### src/rtl/axil_ic_pkg.sv
// Shared definitions for the AXI4-Lite interconnect routers (read now, write later).
package axil_ic_pkg;

    localparam logic [1:0] RESP_OKAY   = 2'b00;
    localparam logic [1:0] RESP_SLVERR = 2'b10;
    localparam logic [1:0] RESP_DECERR = 2'b11;

    typedef enum logic [1:0] {
        IDLE,
        ADDR,
        DATA,
        ERR
    } rd_state_t;

    // Width of a slave-select index; a single-slave router still needs one bit.
    function automatic int sel_width(input int slv_num);
        return (slv_num > 1) ? $clog2(slv_num) : 1;
    endfunction

endpackage

### src/rtl/axil_addr_decoder.sv
// Combinational address map lookup: reports whether an address hits any slave window
// and the lowest-indexed matching slave.
module axil_addr_decoder
    import axil_ic_pkg::*;
#(
    parameter int AXI_ADDR_WIDTH = 32,
    parameter int SLV_NUM        = 4,
    parameter int SEL_W          = sel_width(SLV_NUM),
    parameter logic [SLV_NUM-1:0][AXI_ADDR_WIDTH-1:0] SLV_BASE_ADDR = '0,
    parameter logic [SLV_NUM-1:0][AXI_ADDR_WIDTH-1:0] SLV_ADDR_MASK = '0
) (
    input  logic [AXI_ADDR_WIDTH-1:0] addr,
    output logic                      hit,
    output logic [SEL_W-1:0]          sel
);

    // Scan from the top down so the lowest matching index is the one left standing.
    always_comb begin
        // NOTE: every output gets a default before the loop so no path leaves it unassigned (no latch).
        hit = 1'b0;
        sel = '0;
        for (int i = SLV_NUM - 1; i >= 0; i--) begin
            if ((addr & SLV_ADDR_MASK[i]) == (SLV_BASE_ADDR[i] & SLV_ADDR_MASK[i])) begin
                hit = 1'b1;
                sel = SEL_W'(i);
            end
        end
    end

endmodule

### src/rtl/axil_router_rd.sv
// AXI4-Lite read router: one master port fanned out to SLV_NUM slaves, one read in flight,
// unmapped addresses answered locally with DECERR and counted.
module axil_router_rd
    import axil_ic_pkg::*;
#(
    parameter int AXI_DATA_WIDTH = 32,
    parameter int AXI_ADDR_WIDTH = 32,
    parameter int SLV_NUM        = 4,
    parameter logic [SLV_NUM-1:0][AXI_ADDR_WIDTH-1:0] SLV_BASE_ADDR = '0,
    parameter logic [SLV_NUM-1:0][AXI_ADDR_WIDTH-1:0] SLV_ADDR_MASK = '0,
    parameter int ERR_CNT_WIDTH  = 16
) (
    input  logic                              aclk,
    input  logic                              areset,
    input  logic [AXI_ADDR_WIDTH-1:0]         s_axil_araddr,
    input  logic                              s_axil_arvalid,
    output logic                              s_axil_arready,
    output logic [AXI_DATA_WIDTH-1:0]         s_axil_rdata,
    output logic [1:0]                        s_axil_rresp,
    output logic                              s_axil_rvalid,
    input  logic                              s_axil_rready,
    output logic [SLV_NUM*AXI_ADDR_WIDTH-1:0] m_axil_araddr,
    output logic [SLV_NUM-1:0]                m_axil_arvalid,
    input  logic [SLV_NUM-1:0]                m_axil_arready,
    input  logic [SLV_NUM*AXI_DATA_WIDTH-1:0] m_axil_rdata,
    input  logic [SLV_NUM*2-1:0]              m_axil_rresp,
    input  logic [SLV_NUM-1:0]                m_axil_rvalid,
    output logic [SLV_NUM-1:0]                m_axil_rready,
    output logic [ERR_CNT_WIDTH-1:0]          decerr_cnt
);

    localparam int SEL_W = sel_width(SLV_NUM);

    rd_state_t                 state_q, state_d;
    logic [AXI_ADDR_WIDTH-1:0] addr_q, addr_d;
    logic [SEL_W-1:0]          sel_q, sel_d;
    logic [ERR_CNT_WIDTH-1:0]  cnt_q, cnt_d;

    logic                      dec_hit;
    logic [SEL_W-1:0]          dec_sel;

    logic [AXI_DATA_WIDTH-1:0] slv_rdata [SLV_NUM];
    logic [1:0]                slv_rresp [SLV_NUM];

    axil_addr_decoder #(
        .AXI_ADDR_WIDTH (AXI_ADDR_WIDTH),
        .SLV_NUM        (SLV_NUM),
        .SEL_W          (SEL_W),
        .SLV_BASE_ADDR  (SLV_BASE_ADDR),
        .SLV_ADDR_MASK  (SLV_ADDR_MASK)
    ) u_decoder (
        .addr (s_axil_araddr),
        .hit  (dec_hit),
        .sel  (dec_sel)
    );

    // Reset forces state to IDLE asynchronously; arready is additionally held low during reset.
    assign s_axil_arready = (state_q == IDLE) && !areset;
    assign decerr_cnt     = cnt_q;

    always_comb begin
        state_d = state_q;
        addr_d  = addr_q;
        sel_d   = sel_q;
        cnt_d   = cnt_q;
        case (state_q)
            IDLE: begin
                if (s_axil_arvalid) begin
                    addr_d = s_axil_araddr;
                    if (dec_hit) begin
                        sel_d   = dec_sel;
                        state_d = ADDR;
                    end else begin
                        state_d = ERR;
                    end
                end
            end
            ADDR: if (m_axil_arready[sel_q]) state_d = DATA;
            DATA: if (m_axil_rvalid[sel_q] && s_axil_rready) state_d = IDLE;
            ERR: begin
                if (s_axil_rready) begin
                    state_d = IDLE;
                    if (cnt_q != '1) cnt_d = cnt_q + ERR_CNT_WIDTH'(1);
                end
            end
            default: state_d = IDLE;
        endcase
    end

    always_ff @(posedge aclk or posedge areset) begin
        if (areset) begin
            state_q <= IDLE;
            addr_q  <= '0;
            sel_q   <= '0;
            cnt_q   <= '0;
        end else begin
            // NOTE: non-blocking assignments so every flop samples pre-edge values.
            state_q <= state_d;
            addr_q  <= addr_d;
            sel_q   <= sel_d;
            cnt_q   <= cnt_d;
        end
    end

    // Per-slave demux: only the selected port ever sees non-zero strobes or address.
    for (genvar g = 0; g < SLV_NUM; g++) begin : g_slv
        logic sel_hit;
        assign sel_hit = (sel_q == SEL_W'(g));

        assign m_axil_arvalid[g] = (state_q == ADDR) && sel_hit;
        assign m_axil_araddr[g*AXI_ADDR_WIDTH +: AXI_ADDR_WIDTH] =
            ((state_q == ADDR) && sel_hit) ? addr_q : '0;
        assign m_axil_rready[g]  = (state_q == DATA) && sel_hit && s_axil_rready;

        assign slv_rdata[g] = m_axil_rdata[g*AXI_DATA_WIDTH +: AXI_DATA_WIDTH];
        assign slv_rresp[g] = m_axil_rresp[g*2 +: 2];
    end

    // Upstream R mux; slave rvalid is only forwarded once the address phase has completed.
    always_comb begin
        s_axil_rdata  = '0;
        s_axil_rresp  = RESP_OKAY;
        s_axil_rvalid = 1'b0;
        case (state_q)
            DATA: begin
                s_axil_rdata  = slv_rdata[sel_q];
                s_axil_rresp  = slv_rresp[sel_q];
                s_axil_rvalid = m_axil_rvalid[sel_q];
            end
            ERR: begin
                s_axil_rresp  = RESP_DECERR;
                s_axil_rvalid = 1'b1;
            end
            default: ;
        endcase
    end

    a_one_arvalid: assert property (@(posedge aclk) disable iff (areset)
        $onehot0(m_axil_arvalid));
    a_one_rready: assert property (@(posedge aclk) disable iff (areset)
        $onehot0(m_axil_rready));
    a_rvalid_stable: assert property (@(posedge aclk) disable iff (areset)
        (s_axil_rvalid && !s_axil_rready) |=> s_axil_rvalid);

endmodule
### config.mk
export PLATFORM = sky130hd
export DESIGN_NAME = axil_router_rd
export DESIGN_NICKNAME = d
export VERILOG_FILES = /design/src/rtl/axil_ic_pkg.sv /design/src/rtl/axil_addr_decoder.sv /design/src/rtl/axil_router_rd.sv
export SDC_FILE = /design/constraint.sdc
export NUM_CORES = 1
export LEC_CHECK = 0
export BUFFER_PORTS_ARGS = -buffer_cell sky130_fd_sc_hd__buf_2
export CAP_MARGIN = 20
export CORE_AREA = 2 2 143 145
export DETAILED_ROUTE_END_ITERATION = 8
export DIE_AREA = 0 0 145 147
export PLACE_DENSITY = 0.48
export SETUP_SLACK_MARGIN = 0.15
export SLEW_MARGIN = 5
export SYNTH_ARGS = -nofsm -noshare
export SYNTH_HDL_FRONTEND = slang
export SYNTH_SLANG_ARGS = --single-unit
### constraint.sdc
create_clock -name aclk -period 2 [get_ports aclk]
set_input_delay 0.4 -clock aclk [delete_from_list [all_inputs] [get_ports aclk]]
set_output_delay 0.4 -clock aclk [all_outputs]
set_load 0.05 [all_outputs]
==> run metrics, run 1 <==
status completed; # rows 52; RSZ-0062 raised after global routing yes; Die Width 145 um; total power 7690 uW; root buf cell clkbuf_16; initial drt markers 42; I/O pins 368; Post-synth EDFFs 0; CP Capture Type output port; crit-path max FO 17; largest net degree at the start of global routing 34; first-pass GRT wire length 15.7 mm; ys flop type dfrtp_1; setup slack, reg-to-reg 0.32 ns; Finished Cell Area 0.00503 mm2; TNS Setup 0 ns; post-route insts no fill 769; IO Port Bufs 157; ys async rst share 100%; FF-to-FF path depth 4; worst reg2reg endpoint decerr_cnt[1]; wire length on met1 4.57 mm; RD Place Congestion 0.684; startpoint types flop; fin crit period 1.92 ns; setup violators final 0; slowest cell on the critical path dfrtp_2; register bit count reported by yosys 50; Leak Pwr 0.00252 uW; Max Freq 522 MHz; Worst-Skew Late Latency 0.29 ns; pwr dens 1530 mW/mm2; wire per inst 13.8 um; Via Count 2617; Syn Inst Count 333; endpoints failing hold 0; Worst Path Required 1.60 ns; vias per inst 3.40; syn avg cell area 10.1 um2; Fin Clk Skew 0.00509 ns; core area 0.0198 mm2; cts bufs inserted 5; highest routing layer actually used met5; max cap viols 0; initial antenna violation count 2; CTS sink count 50; Inst Count DP 757; met3 WL 1.43 mm; dpl hpwl 8.38 mm; vias in the first global route 2459; CTS Hold Buffers Added 0; cell breakdown of the critical path nor2b_4 > buf_6 > buf_16 > and2_2 > buf_8; Critical Path AT 1.52 ns; Worst IR Drop VDD 0.768 mV; routed wl met2 4.43 mm; Die Area 0.0213 mm2; Setup CP Type reg2out; Setup WS post-layout 0.0826 ns; die height 147 um; antenna-violating nets left 0; area delta synth->final 49.8%; Initial Util 16.9%; Yosys cell types 37; clock transition at the registers of the reported paths 0.07 ns; GR Overflow Total 0; Synth Cell Area 0.00336 mm2; CP max stage delay 0.44 ns; CTS max path bufs 2; share of layout cells above drive strength 1 53.1%; H-tree lvl count 2; Reg-to-Reg Start decerr_cnt[5]; Setup WS pre-CTS 0.225 ns; placed instance area 0.00442 mm2; # diodes 0; Ys Warns 0; gr usage total 9.85%; Tightest Hold Check Type in2async; CTS tree built; TritonRoute pass-1 iters 4; Final Cycle Share 95.9%; Total Wirelength 10.6 mm; register area share after synthesis 37.2%; DRC Markers 0; Slew Limit Fails 0; Final nets 679
-- state kept, by name, indices dropped and copies added (netlist names) --
| signal | count |
|---|---|
| addr_q | 32 |
| decerr_cnt | 16 |
| state_q | 2 |
-- through the flow --
stage / utilization (%) / hold WS [ns]
2_1_floorplan: - / 0.472
3_3_place_gp: 22.3 / 0.478
3_5_place_dp: 22.3 / 0.477
4_1_cts: 25.0 / 0.167
5_1_grt: 25.4 / 0.188
6_report: 25.4 / 0.153
-- cell families (layout without fill, tap and decap cells) --
family | count (synthesis) | after routing | synth area share (%)
other cells | 1 | 102 | 0.112
fa+ha+maj | 1 | 1 | 0.372
mux | 35 | 35 | 11.8
xor+xnor | 13 | 13 | 3.39
simple gates | 108 | 108 | 20.7
buf+inv | 117 | 182 | 24.6
compound gates | 8 | 8 | 1.75
flops | 50 | 50 | 37.2
-- per-layer routing --
layer,global-route usage [%],up-vias
met1,13.0,1201
met4,3.02,4
met5,0,-
met2,14.0,194
li1,-,1207
met3,5.09,11
-- worst max-delay path by stage --
stage / cells past startpoint / end / start / slack (ns)
after global routing: 5 / m_axil_araddr[12] / state_q[0] / 0.01
final: 5 / m_axil_araddr[25] / state_q[0] / 0.08
after detailed placement: 5 / decerr_cnt[1] / decerr_cnt[0] / 0.22
after floorplan: 4 / decerr_cnt[8] / decerr_cnt[5] / 0.15
after global placement: 5 / decerr_cnt[1] / decerr_cnt[0] / 0.24
after CTS: 5 / m_axil_araddr[1] / state_q[0] / 0.06
-- worst max-delay path, delay by kind of cell (launching register included) --
family / cells / cell delay, ns
buf+inv: 3 / 0.41
simple gates: 2 / 0.36
flops: 1 / 0.44
-- cell usage in the layout, fill, tap and decap left out, types with 2 or more instances in the layout --
cell / instances
nand2_1: 7
and2_2: 19
buf_12: 17
buf_4: 23
o21a_1: 3
nor2_1: 3
nor3_1: 6
dfrtp_1: 46
mux2_2: 32
clkbuf_16: 5
and2_1: 27
nand3_1: 5
xnor2_1: 2
xor2_1: 11
nor4_1: 6
inv_1: 2
and2_4: 19
buf_16: 2
dfrtp_2: 4
conb_1: 102
buf_8: 18
buf_6: 20
or2_1: 2
mux2i_1: 2
buf_2: 91
-- synth_stat cells, types with 2 or more instances --
cell type  number  share of area, %
buf_4         102                23
and2_1         65                12
dfrtp_1        50                37
mux2_2         32                11
xor2_1         11               2.9
clkbuf_1        7              0.78
nand2_1         7              0.78
nor3_1          7               1.0
nor4_1          6               1.1
buf_2           5              0.74
nand3_1         5              0.74
inv_1           3              0.34
nor2_1          3              0.34
o21a_1          3              0.67
mux2i_1         2              0.60
nor2b_1         2              0.37
or2_1           2              0.37
xnor2_1         2              0.52
-- power breakdown --
| group | internal, uW | leakage (uW) | switching (uW) |
|---|---|---|---|
| Combinational | 2050 | 0.00185 | 3100 |
| Clock | 497 | 0.0000729 | 400 |
| Sequential | 1410 | 0.000603 | 238 |
| Total | 3950 | 0.00252 | 3740 |
-- final cells by class --
type / count / area (um2)
fill: 2133 / 14800
clock buffer: 6 / 139
timing repair buffer: 171 / 1520
multi-input combinational: 267 / 1760
clock inverter: 2 / 12.5
sequential: 50 / 1260
inverter: 3 / 11.3
tap: 270 / 338
-- what timing repair did --
action                     CTS  global route
pin swaps                    8             1
setup endpoints to repair   67            67
cloned                       2             0
hold endpoints to repair     0             0
resized for setup          112            23
buffers inserted             2             0
(Power assumes the default switching activity.)
==> run 2, diff against run 1 <==
CAP_MARGIN = not set   (was 20)
SETUP_SLACK_MARGIN = 0.05   (was 0.15)
==> run 2 against run 1 <==
Worst setup slack better by 0.044 ns; design area fell by 7.1%; combinational power down 13%; highest routed layer is now met4.
==> run metrics, run 2 (synthesized netlist as in run 1, its figures left out) <==
status completed; Reg with most FFs addr_q; GR Overflow Total 0; sequential group share of total power 23.0%; crit-path max FO 15; vias in the first global route 2333; Logic pwr share 64.2%; core area 0.0198 mm2; endpoints failing hold 0; first-pass GRT wire length 14.0 mm; Worst-Skew Late Latency 0.29 ns; max cap viols 0; startpoint types flop; Setup CP Type reg2out; commonest non-fill, non-tap cells in the layout conb_1, buf_2, and2_1; DRC Markers 0; cts bufs inserted 5; I/O pins 368; largest net degree at the start of global routing 34; Switching Power 3550 uW; clock transition at the registers of the reported paths 0.07 ns; Reg area 0.00125 mm2; initial antenna violation count 0; initial drt markers 40; root buf cell clkbuf_16; Setup WS post-layout 0.127 ns; Filler cells 2186; Worst IR Drop VDD 0.699 mV; RD Place Congestion 0.700; Fin Clk Skew 0.00655 ns; Internal 3440 uW; Initial Util 16.9%; worst reg2reg endpoint decerr_cnt[1]; setup slack, reg-to-reg 0.21 ns; Die Width 145 um; Sw Ratio 50.8%; FF-to-FF path depth 5; Leak Pwr 0.00240 uW; Clk pwr share 12.8%; TritonRoute pass-1 iters 4; max reg flops 32; Setup WS pre-CTS 0.194 ns; # rows 52; CTS Hold Buffers Added 0; # diodes 0; RSZ-0062 raised after global routing yes; Reg-to-Reg Start decerr_cnt[1]; H-tree lvl count 2; Max Freq 534 MHz; Final nets 678; share of layout cells above drive strength 1 47.2%; Critical Path AT 1.47 ns; area delta synth->final 39.2%; die height 147 um; dpl hpwl 7.73 mm; Multi-input gate area 0.00170 mm2; wire per inst 12.5 um; Final Cycle Share 93.7%; Worst Path Required 1.60 ns; Via Count 2543; IO Port Bufs 157; CTS max path bufs 2; CTS tree built; antenna-violating nets left 0; CP Capture Type output port; TNS Setup 0 ns; gr usage total 8.64%; Total Wirelength 9.61 mm; Tightest Hold Check Type in2async; Die Area 0.0213 mm2; pwr dens 1490 mW/mm2; setup violators final 0; vias per inst 3.31; commonest non-fill, non-tap cell in the layout conb_1; Slew Limit Fails 0; fin crit period 1.87 ns; CTS sink count 50
==> run 2: cell count changes in the layout (fill, tap and decap cells not counted), sizes merged <==
cell    before  now
buf        171  149
clkbuf       6   27
==> run 2: metal layers <==
| layer | part of all wire (%) | vias up | routed length [um] | track usage (%) |
|---|---|---|---|---|
| met3 | 11 | 7 | 1100 | 3.82 |
| met2 | 43 | 166 | 4180 | 13.5 |
| met5 | 0 | - | 0 | 0 |
| met1 | 44 | 1166 | 4240 | 10.9 |
| li1 | - | 1204 | - | - |
| met4 | 0.99 | 0 | 95 | 2.23 |
==> run 2: worst max path at each step <==
| stage | from | depth (start not counted) | slack, ns | end |
|---|---|---|---|---|
| 6_report | state_q[0] | 4 | 0.13 | m_axil_araddr[15] |
| 5_1_grt | state_q[0] | 4 | 0.02 | m_axil_araddr[11] |
| 4_1_cts | state_q[0] | 4 | 0.05 | m_axil_araddr[24] |
| 3_5_place_dp | decerr_cnt[1] | 5 | 0.19 | decerr_cnt[1] |
| 3_3_place_gp | state_q[0] | 4 | 0.19 | m_axil_araddr[11] |
| 2_1_floorplan | decerr_cnt[0] | 5 | 0.06 | decerr_cnt[1] |
==> run 2: layout make-up <==
type                       count  area share [%]
clock inverter                 2           0.267
tap                          270            7.22
multi-input combinational    267            36.4
sequential                    50            26.8
inverter                       3           0.241
clock buffer                   6            2.97
timing repair buffer         170            26.1
==> run 2: worst max-delay path, stage by stage (launching register included) <==
cell and delay (ns):
dfrtp_2 0.44, nor2b_4 0.24, buf_6 0.17, and2_1 0.16
buf_6 0.17
==> run 2: timing repair <==
item                                    in CTS  in global routing
gates cloned                                 0                  0
setup buffers                                0                  2
endpoints found under the setup margin      43                 65
resized for setup                           30                 77
==> run 2: stage by stage <==
step           instances  power, uW  util [%]  area (um2)  hold WS, ns
3_3_place_gp         758       5720      21.4        4240        0.477
4_1_cts              766       6830      22.5        4470        0.162
6_report             768       6990      23.6        4680        0.153
2_1_floorplan        434       4840         -        3760        0.472
5_1_grt              768       7390      23.6        4680        0.186
3_5_place_dp         758       5740      21.4        4240        0.483
==> run 2: power groups by stage <==
stage | registers [uW] | clock network (uW) | logic (uW)
final | 1610 | 893 | 4490
after global routing | 1680 | 990 | 4730
after CTS | 1620 | 959 | 4250
after detailed placement | 1630 | 0 | 4110
after global placement | 1620 | 0 | 4110
after floorplan | 1670 | 0 | 3170
==> run 3, diff against run 2 <==
ABC_AREA = 1   (was not set)
CORE_AREA = 2 2 142 144   (was 2 2 143 145)
DIE_AREA = 0 0 144 146   (was 0 0 145 147)
PLACE_DENSITY = 0.5   (was 0.48)
==> run 3 against run 2 <==
Via count grew 31%; design area grew 8.9%; synthesized cell count grew 58%; critical path type unchanged; critical endpoint is now m_axil_araddr[10]; largest cell class unchanged; highest routed layer unchanged.
==> run metrics, run 3 <==
status completed; cts bufs inserted 5; startpoint types flop; GR Overflow Total 0; adder-cell share of the synthesized area 0.346%; Initial Util 18.7%; register area share after synthesis 34.6%; Fin Clk Skew 0.00792 ns; Multi-input gate area 0.00178 mm2; Synth Area in XOR/XNOR 0.726%; Setup CP Type reg2out; initial drt markers 101; ranking of synthesized cells by area dfrtp_1, buf_4, nor2_1; Worst IR Drop VDD 0.858 mV; CTS Hold Buffers Added 0; Critical Path AT 1.48 ns; core area 0.0193 mm2; crit-path max FO 17; die height 146 um; vias per inst 3.52; area delta synth->final 40.7%; Final nets 865; Filler cells 2160; Leak Pwr 0.00288 uW; Reg area 0.00125 mm2; endpoints failing hold 0; register bit count reported by yosys 50; Slew Limit Fails 0; Tightest Hold Check Type in2async; share of layout cells above drive strength 1 33.7%; CTS sink count 50; buffer and inverter count on the worst path 4; slowest cell on the critical path dfrtp_2; compound-cell area share of the yosys netlist 5.01%; ys flop type dfrtp_1; max reg flops 32; Ys Warns 0; antenna-violating nets left 0; dpl hpwl 8.62 mm; Reg with most FFs addr_q; root buf cell clkbuf_16; cell breakdown of the critical path inv_2 > nor2_4 > inv_2 > buf_16 > nor2_4 > buf_4; CP max stage delay 0.37 ns; Post-synth EDFFs 0; Worst-Skew Late Latency 0.31 ns; RD Place Congestion 0.762; commonest non-fill, non-tap cells in the layout conb_1, buf_2, inv_1; DRC Markers 0; Worst Path Required 1.60 ns; syn avg cell area 6.88 um2; Top delay family on crit path buffers and inverters; H-tree lvl count 2; setup violators final 0; Total Wirelength 11.3 mm; ys async rst share 100%; clock transition at the registers of the reported paths 0.07 ns; Setup WS post-layout 0.125 ns; post-route insts no fill 950; max cap viols 0; Yosys top cell by area dfrtp_1; CTS tree built; TNS Setup 0 ns; Synth Cell Area 0.00362 mm2; I/O pins 368; pwr dens 1540 mW/mm2; commonest non-fill, non-tap cell in the layout conb_1; Die Area 0.0210 mm2; CP Capture Type output port; IO Port Bufs 157; RSZ-0062 raised after global routing yes; Syn Inst Count 526; most frequent cell after synthesis nor2_1; gr usage total 10.6%; Max Freq 533 MHz; CTS max path bufs 2; top cells by count, synth nor2_1, buf_4, inv_1; largest net degree at the start of global routing 51; fin crit period 1.88 ns; Via Count 3343; first-pass GRT wire length 17.1 mm; Simple-Gate Fraction of Synth Area 25.6%; initial antenna violation count 0; wire per inst 11.9 um; # diodes 0; mux contribution to synthesized area 0%; Yosys cell types 23; share of Yosys cell area claimed by the top area cell type 34.6%; Setup WS pre-CTS 0.205 ns; Inst Count DP 939; TritonRoute pass-1 iters 4; Final Cycle Share 93.8%; vias in the first global route 3052; largest family of logic cells by synthesized area buffers and inverters; Die Width 144 um; # rows 51
-- run 3: report_power, final --
part	internal (uW)	total, uW	switching [uW]
logic	1490	5390	3900
registers	1360	1490	129
clock network	479	938	458
-- run 3: cell families after synthesis --
| logic type | Yosys count |
|---|---|
| and+or+nand+nor | 225 |
| buffers and inverters | 210 |
| DFF | 50 |
| AOI/OAI and AO/OA | 36 |
| xor gates and xnor gates | 3 |
| adders and majority gates | 1 |
| other | 1 |
-- run 3: per-stage QoR --
stage,total power (uW),util (%),hold WS [ns],area (um2)
floorplan,5520,-,0.481,4250
global placement,6400,24.2,0.494,4670
detailed placement,6420,24.2,0.503,4670
CTS,7940,26.3,0.179,5080
global route,8290,26.3,0.177,5090
finish,7820,26.3,0.144,5090
-- run 3: layout make-up --
type / count / area share, %
Multi-Input combinational cell: 367 / 34.9
Sequential cell: 50 / 24.6
Timing Repair Buffer: 169 / 24.2
Inverter: 91 / 6.71
Tap cell: 265 / 6.51
Clock buffer: 5 / 2.46
Clock inverter: 3 / 0.565
-- run 3: path summary, 6_finish.rpt --
path	slack [ns]	endpoint	cells past startpoint	start
max reg2reg	0.35	addr_q[29]	7	state_q[1]
min	0.14	addr_q[12]	3	areset
min reg2reg	0.52	addr_q[0]	2	addr_q[0]
max in group asynchronous	1.57	decerr_cnt[11]	3	areset
min in group aclk	0.33	addr_q[0]	3	s_axil_araddr[0]
max	0.12	m_axil_araddr[10]	6	state_q[0]
-- run 3: routing by layer --
layer	share of wire (%)	routed length [um]	up-vias	GRT usage (%)
li1	-	-	1664	-
met4	0.97	109	0	2.50
met3	13	1460	7	5.56
met2	42	4690	174	15.1
met1	44	5000	1498	14.2
met5	0	0	-	0
-- run 3: timing repair --
| action | in CTS | in global routing |
|---|---|---|
| resized for setup | 76 | 3 |
| gates cloned | 1 | 0 |
| setup buffers | 1 | 1 |
| pin swaps | 1 | 0 |
| setup endpoints to repair | 65 | 16 |
-- run 3: worst min-delay path: cells and delay by family --
kind	cells	cell delay (ns)
buf+inv	3	0.43
